File: config.mk
export PLATFORM = sky130hd
export DESIGN_NAME = banco_registros_flat
export DESIGN_NICKNAME = d
export VERILOG_FILES = /design/src/rtl/banco_registros_if.sv /design/src/rtl/banco_registros.sv /design/src/flat_wrapper.sv
export SDC_FILE = /design/constraint.sdc
export NUM_CORES = 2
export LEC_CHECK = 0
export CORE_UTILIZATION = 35
export DETAILED_ROUTE_END_ITERATION = 6
export PLACE_DENSITY = 0.49
export SLEW_MARGIN = 30
export SYNTH_ARGS = -nofsm -noshare
export SYNTH_HDL_FRONTEND = slang
export SYNTH_SLANG_ARGS = --single-unit
File: constraint.sdc
create_clock -name clk -period 2.76 [get_ports clk]
set_input_delay 0.552 -clock clk [delete_from_list [all_inputs] [get_ports clk]]
set_output_delay 0.552 -clock clk [all_outputs]
set_load 0.05 [all_outputs]
File: src/rtl/banco_registros_if.sv
// -----------------------------------------------------------------------------
// banco_registros_if
// Port bundle of the ID-stage integer register file.
//   read_reg1  : index of read port 1 (Rn)
//   read_reg2  : index of read port 2 (Rm / Rt for stores)
//   write_reg  : destination index coming back from WB
//   write_data : value from the WB result mux
//   reg_write  : write enable from WB control
//   read_data1 : contents of read_reg1, feeds ALU operand A
//   read_data2 : contents of read_reg2, feeds the operand-B register/immediate mux
// Modports: master = pipeline side (drives indices and write bus),
//           slave  = register file.
// -----------------------------------------------------------------------------
interface banco_registros_if #(
    parameter int WIDTH = 64,
    parameter int NREG  = 32
);
    localparam int IDX_W = $clog2(NREG);

    logic [IDX_W-1:0] read_reg1;
    logic [IDX_W-1:0] read_reg2;
    logic [IDX_W-1:0] write_reg;
    logic [WIDTH-1:0] write_data;
    logic             reg_write;
    logic [WIDTH-1:0] read_data1;
    logic [WIDTH-1:0] read_data2;

    modport master (
        output read_reg1,
        output read_reg2,
        output write_reg,
        output write_data,
        output reg_write,
        input  read_data1,
        input  read_data2
    );

    modport slave (
        input  read_reg1,
        input  read_reg2,
        input  write_reg,
        input  write_data,
        input  reg_write,
        output read_data1,
        output read_data2
    );
endinterface

File: src/rtl/banco_registros.sv
// -----------------------------------------------------------------------------
// banco_registros
// 64-bit x 32-entry integer register file for the ID stage.
// Two combinational read ports, one synchronous write port from WB.
// Index ZERO_IDX (31) is XZR: always reads 0, writes to it are discarded.
// A write presented in the same cycle as a read of the same index is
// forwarded to the read port, so WB and ID can share a cycle.
// Ports:
//   clk   : rising-edge clock
//   reset : synchronous, active-high; clears every register (wins over a write)
//   bus   : banco_registros_if.slave (read indices, write bus, read data)
// -----------------------------------------------------------------------------
module banco_registros #(
    parameter int WIDTH    = 64,
    parameter int NREG     = 32,
    parameter int ZERO_IDX = 31
) (
    input  logic                clk,
    input  logic                reset,
    banco_registros_if.slave    bus
);
    localparam int               IDX_W     = $clog2(NREG);
    localparam logic [IDX_W-1:0] ZERO_ADDR = IDX_W'(ZERO_IDX);

    logic [WIDTH-1:0] r_mem [NREG];

    logic w_write_en;
    logic w_bypass_en;

    // The write bus is only meaningful outside reset; reset also hides the
    // in-flight write from the read ports.
    assign w_bypass_en = bus.reg_write && !reset;
    assign w_write_en  = w_bypass_en && (bus.write_reg != ZERO_ADDR);

    // NOTE: the storage array is cleared on reset because the pipeline relies
    // on every architectural register reading 0 afterwards; this costs a reset
    // mux per flop, which a plain RAM macro could not provide.
    always_ff @(posedge clk) begin
        if (reset) begin
            for (int i = 0; i < NREG; i++) begin
                // NOTE: non-blocking assignment for all clocked state, so every
                // flop samples pre-edge values regardless of statement order.
                r_mem[i] <= '0;
            end
        end else if (w_write_en) begin
            r_mem[bus.write_reg] <= bus.write_data;
        end
    end

    // Read priority: XZR, then same-cycle bypass, then stored value.
    function automatic logic [WIDTH-1:0] read_port(
        input logic [IDX_W-1:0] idx,
        input logic             bypass_en,
        input logic [IDX_W-1:0] wr_idx,
        input logic [WIDTH-1:0] wr_data,
        input logic [WIDTH-1:0] stored
    );
        logic [WIDTH-1:0] value;
        if (idx == ZERO_ADDR) begin
            value = '0;
        end else if (bypass_en && (wr_idx == idx)) begin
            value = wr_data;
        end else begin
            value = stored;
        end
        return value;
    endfunction

    always_comb begin
        // NOTE: defaults first in every combinational block so no path leaves
        // an output unassigned and infers a latch.
        bus.read_data1 = '0;
        bus.read_data2 = '0;
        bus.read_data1 = read_port(bus.read_reg1, w_bypass_en, bus.write_reg,
                                   bus.write_data, r_mem[bus.read_reg1]);
        bus.read_data2 = read_port(bus.read_reg2, w_bypass_en, bus.write_reg,
                                   bus.write_data, r_mem[bus.read_reg2]);
    end
endmodule
File: src/flat_wrapper.sv
// flat-port wrapper written by rule: the top's interface ports become plain ports
module banco_registros_flat 
#(
    parameter int WIDTH    = 64,
    parameter int NREG     = 32,
    parameter int ZERO_IDX = 31
)
  (clk, reset, bus_read_reg1, bus_read_reg2, bus_write_reg, bus_write_data, bus_reg_write, bus_read_data1, bus_read_data2);
  banco_registros_if #(.WIDTH(WIDTH), .NREG(NREG)) bus_i ();
  input  logic clk;
  input  logic reset;
  input wire logic [$bits(bus_i.read_reg1)-1:0] bus_read_reg1;
  input wire logic [$bits(bus_i.read_reg2)-1:0] bus_read_reg2;
  input wire logic [$bits(bus_i.write_reg)-1:0] bus_write_reg;
  input wire logic [$bits(bus_i.write_data)-1:0] bus_write_data;
  input wire logic [$bits(bus_i.reg_write)-1:0] bus_reg_write;
  output wire logic [$bits(bus_i.read_data1)-1:0] bus_read_data1;
  output wire logic [$bits(bus_i.read_data2)-1:0] bus_read_data2;
  assign bus_i.read_reg1 = bus_read_reg1;
  assign bus_i.read_reg2 = bus_read_reg2;
  assign bus_i.write_reg = bus_write_reg;
  assign bus_i.write_data = bus_write_data;
  assign bus_i.reg_write = bus_reg_write;
  assign bus_read_data1 = bus_i.read_data1;
  assign bus_read_data2 = bus_i.read_data2;
  banco_registros #(.WIDTH(WIDTH), .NREG(NREG), .ZERO_IDX(ZERO_IDX)) u_core (.clk(clk), .reset(reset), .bus(bus_i));
endmodule
---- Word level (Yosys, flattened, before mapping) ----
Memories as Yosys holds them, arrays and structs flattened.
Index checks and enable logic that the tools add are counted.
storage, ports and cells
  register bits ........................... 0
  RAM bits ................................ 2048
  output and inout bits ................... 128
  word-level logic and storage cells ...... 24
  memories ................................ 1
memories
  name          words  width  read ports  clocked after memory_dff  wr ports  RTL line               source
  u_core.r_mem  32     64     2           0                         32        banco_registros.sv:25  logic [WIDTH-1:0] r_mem [NREG];
cells by class
  eq/ne operators ......................... 5
  muxes and demuxes ....................... 12
  reduce and logical (&&, ||, !) cells .... 6
operators with widths
  cell                                           number
  2-to-1 mux 64 bit                              5
  OR reduction 64 bit                            1
  == test 5 bit                                  2
  == test 5 bit (second input constant)          2
  2-to-1 mux 1 bit                               6
  2-to-1 mux 5 bit                               1
  inequality test 5 bit (second input constant)  1
  logical AND 1 bit                              4
  zero test 1 bit                                1

---- Logic depth before layout (Yosys ltp) ----
  depth after elaboration ................. 8
  depth in mapped cells ................... 10
  depth with buffers taken out ............ 5

---- Worst setup path before layout ----
OpenSTA, ideal clock, no wires.
  path type ............................... input-to-output
  start point ............................. input port bus_read_reg2[1]
  end point ............................... output port bus_read_data2[42]
  arrival time ............................ 3290 ps
  required time ........................... 2208 ps
  path slack .............................. -1082 ps
  stages on the path ...................... 9
  cells stage by stage .................... buf_4 -> buf_4 -> buf_2 -> buf_2 -> mux4_2 -> mux2i_1 -> a32oi_1 -> nor2_1 -> nor4_1
between the ends
  cells in the longest elaborated chain, start to end .. 4
  elaborated cells between the ends (all ways) .. 6
RTL lines
  what                                                               RTL line               source
  start: declaration                                                 flat_wrapper.sv:13     input wire logic [$bits(bus_i.read_reg2)-1:0] bus_read_reg2;
  branches (longest 3 deep; another with memory read (32 x 64 bit))  -
  2-to-1 mux 64 bit (*)                                              banco_registros.sv:59  if (idx == ZERO_ADDR) begin
  end: declaration                                                   flat_wrapper.sv:18     output wire logic [$bits(bus_i.read_data2)-1:0] bus_read_data2;
Mark *: on every way between the ends.

==> flow_metrics.py <==
metrics = {
    "run_status": {
        "status": "finished with violations",
        "violations": "DRC, setup timing",
    },
    "logic_synthesis": {
        "synthTopCellsByArea": "edfxtp_1 (57%), mux4_2 (18%), and2_1 (11%), mux2i_1 (4.4%), clkbuf_1 (1.9%)",
        "synth_cell_types": 67,
        "yosys.area.top_type": "edfxtp_1",
        "syn_avg_cell_area_um2": 14.8,
        "yosysSeqAreaShare": 0.565,
        "ys.flop_type": "edfxtp_1",
        "yosys.area.top_type_share": 0.565,
        "syn-instance-count": 7341,
        "synthesis.area_mm2": 0.109,
        "async_flop_share": 0,
        "ys_ff_latch": 2048,
        "yosys_warnings": 0,
        "synth_edf_count": 2048,
    },
    "critical_path": {
        "required_ns": 2.21,
        "critical-path-top-delay-family": "multiplexers",
        "path_cells": "mux4_2, mux4_2, nor2b_1, a221o_2, buf_6",
        "crit_path_max_incr_delay_ns": 0.49,
        "path_class": "reg -> out",
        "end_kind": "output pin",
        "crit_buf_inv": 1,
        "cp.arrival_ns": 3.06,
        "slowest_stage": "mux4_2",
        "critPathMaxFanout": 2,
        "cp_common_cell": "mux4_2",
        "start_kind": "register",
    },
    "clocking": {
        "numCtsBuffers": 237,
        "clk_pin_slew_ns": 0.06,
        "cts_hold_buf": 0,
        "clkSinkCount": 2048,
        "clockBufferDepth": 4,
        "root_buffer": "clkbuf_16",
        "h-tree-depth": 4,
        "cts_tree": "yes",
    },
    "sta": {
        "slew-limit-headroom": 0.278,
        "hold_ws_ns": 0.419,
        "finalHoldViolCount": 0,
        "tightest_slew_ns": 1.08,
        "fmax_mhz": 277,
        "slew_violations": 0,
        "finalCritPeriodShare": 1.31,
        "rsz0062_at_grt": "yes",
        "setup_viol": 128,
        "finalWorstSetupSlack_ns": -0.852,
        "fin_crit_ns": 3.61,
    },
    "floorplan": {
        "io_pins": 210,
        "die-area_mm2": 0.313,
        "initial_utilization": 0.352,
        "rows": 204,
        "fp.coreArea_mm2": 0.309,
        "die_w_um": 560,
        "die_h_um": 560,
    },
    "layout": {
        "final_cell_area_mm2": 0.143,
        "layout-drive-gt1-share": 0.386,
        "syn_to_final_growth_pct": 31.6,
        "layout_common_cells": "edfxtp_1 (2048), and2_1 (1925), mux4_2 (851)",
        "top_regs": "u_core.r_mem: 2048 flops",
        "layout_commonest_cell": "edfxtp_1",
        "design.final.nets": 8585,
        "largest-register": "u_core.r_mem",
        "largest_reg_flops": 2048,
    },
    "placed_design": {
        "place_area_mm2": 0.129,
        "place_hpwl_mm": 343,
        "io_buffers": 209,
        "routabilityCongestion": 0.917,
    },
    "min_path": {
        "hp-start": "bus_write_data[13]",
        "worstHoldPathCells": 2,
        "hold_class": "in -> reg",
        "min_to": "u_core.r_mem[7][13]",
    },
    "grt": {
        "grt_pass1_vias": 78900,
        "grt_max_degree": 74,
        "antenna_found_initial": 70,
        "grt_pass1_wl_mm": 701,
        "grt.total_usage": 0.330,
        "gr-total-overflow": 0,
    },
    "power_and_ir_drop": {
        "power_density_mw_per_mm2": 585,
        "irDropWorstVdd_uv": 629,
        "leakagePower_nw": 51.7,
    },
    "route": {
        "drc": 18,
        "via_count": 79700,
        "viasPerCell": 6.21,
        "wire_per_inst_um": 41.2,
        "dr.pass1.iters": 7,
        "dr.first_iter.drc_count": 11100,
        "wirelength_mm": 528,
        "ant_nets": 0,
    },
    "flow_run": {
        "drv_cap": 0,
    },
}
area by class of cell:
type | count | area [um^2]
Fill cell | 26900 | 166000
Sequential cell | 2048 | 61500
Multi-Input combinational cell | 4552 | 47500
Timing Repair Buffer | 1656 | 21400
Clock buffer | 295 | 6230
Tap cell | 4120 | 5150
Clock inverter | 139 | 1330
Inverter | 8 | 32.5
Antenna cell | 13 | 32.5
per-stage QoR:
stage	power (mW)	setup WS (ns)	instances	util	setup TNS, ns
6_report	83.7	-0.852	12800	0.463	-67.62
5_1_grt	85.4	-0.846	12800	0.463	-66.67
4_1_cts	83.3	-0.867	12800	0.458	-64.93
3_5_place_dp	50.9	-1.04	12200	0.419	-315.72
3_3_place_gp	50.7	-1.10	12200	0.419	-294.93
2_1_floorplan	44.1	-0.161	7404	-	-4.64
layer usage:
layer | vias to the layer above | wire length, um | GRT usage | part of all wire
met3 | 1344 | 50500 | 0.0652 | 0.096
met5 | - | 29 | 0 | 0.000055
met2 | 5396 | 244000 | 0.522 | 0.46
met1 | 42100 | 197000 | 0.418 | 0.37
li1 | 30800 | - | - | -
met4 | 4 | 37100 | 0.203 | 0.070
repair_timing:
item                                    4_1_cts  5_1_grt
endpoints found under the setup margin      128      128
gates resized for setup                     600      266
setup buffers                               135       53
gates cloned                                 20        5
pin swaps                                   171      125
power breakdown:
part           switching [mW]  leakage (nW)  total, mW  internal, mW
registers               0.931          19.5       36.9          35.9
logic                    8.38          28.5       15.1          6.69
clock network            13.8          3.70       31.8          18.0
worst max path at each step:
stage / from / end / slack (ns) / cells past startpoint
detailed placement: bus_write_reg[1] / bus_read_data2[31] / -1.04 / 10
floorplan: bus_read_reg2[3] / bus_read_data2[42] / -0.16 / 6
global route: u_core.r_mem[23][60] / bus_read_data2[60] / -0.85 / 5
CTS: u_core.r_mem[23][60] / bus_read_data2[60] / -0.87 / 5
finish: u_core.r_mem[23][60] / bus_read_data2[60] / -0.85 / 5
global placement: bus_write_reg[1] / bus_read_data2[31] / -1.10 / 10
synth_stat cells (all sizes together) (10+ instances only):
master,n
a211oi,47
a21oi,60
a221o,11
a221oi,43
a22o,60
a22oi,43
a32o,54
and2,1929
buf,233
clkbuf,563
edfxtp,2048
mux2,23
mux2i,479
mux4,851
nand2,81
nor2,135
nor2b,16
nor3,120
o21ai,89
o221ai,45
o22ai,269
or2,35
xnor2,10
logic make-up (layout without fill, tap and decap cells):
family | Yosys count | count (layout) | share of synthesized area
other | 1 | 77 | 0.0000345
buffers and inverters | 804 | 2098 | 0.0322
muxes | 1353 | 1353 | 0.223
AOI/OAI and AO/OA | 764 | 764 | 0.0498
xor gates and xnor gates | 10 | 10 | 0.000805
and+or+nand+nor | 2361 | 2361 | 0.130
DFF | 2048 | 2048 | 0.565
No activity file was read; power rests on OpenSTA's default activity.
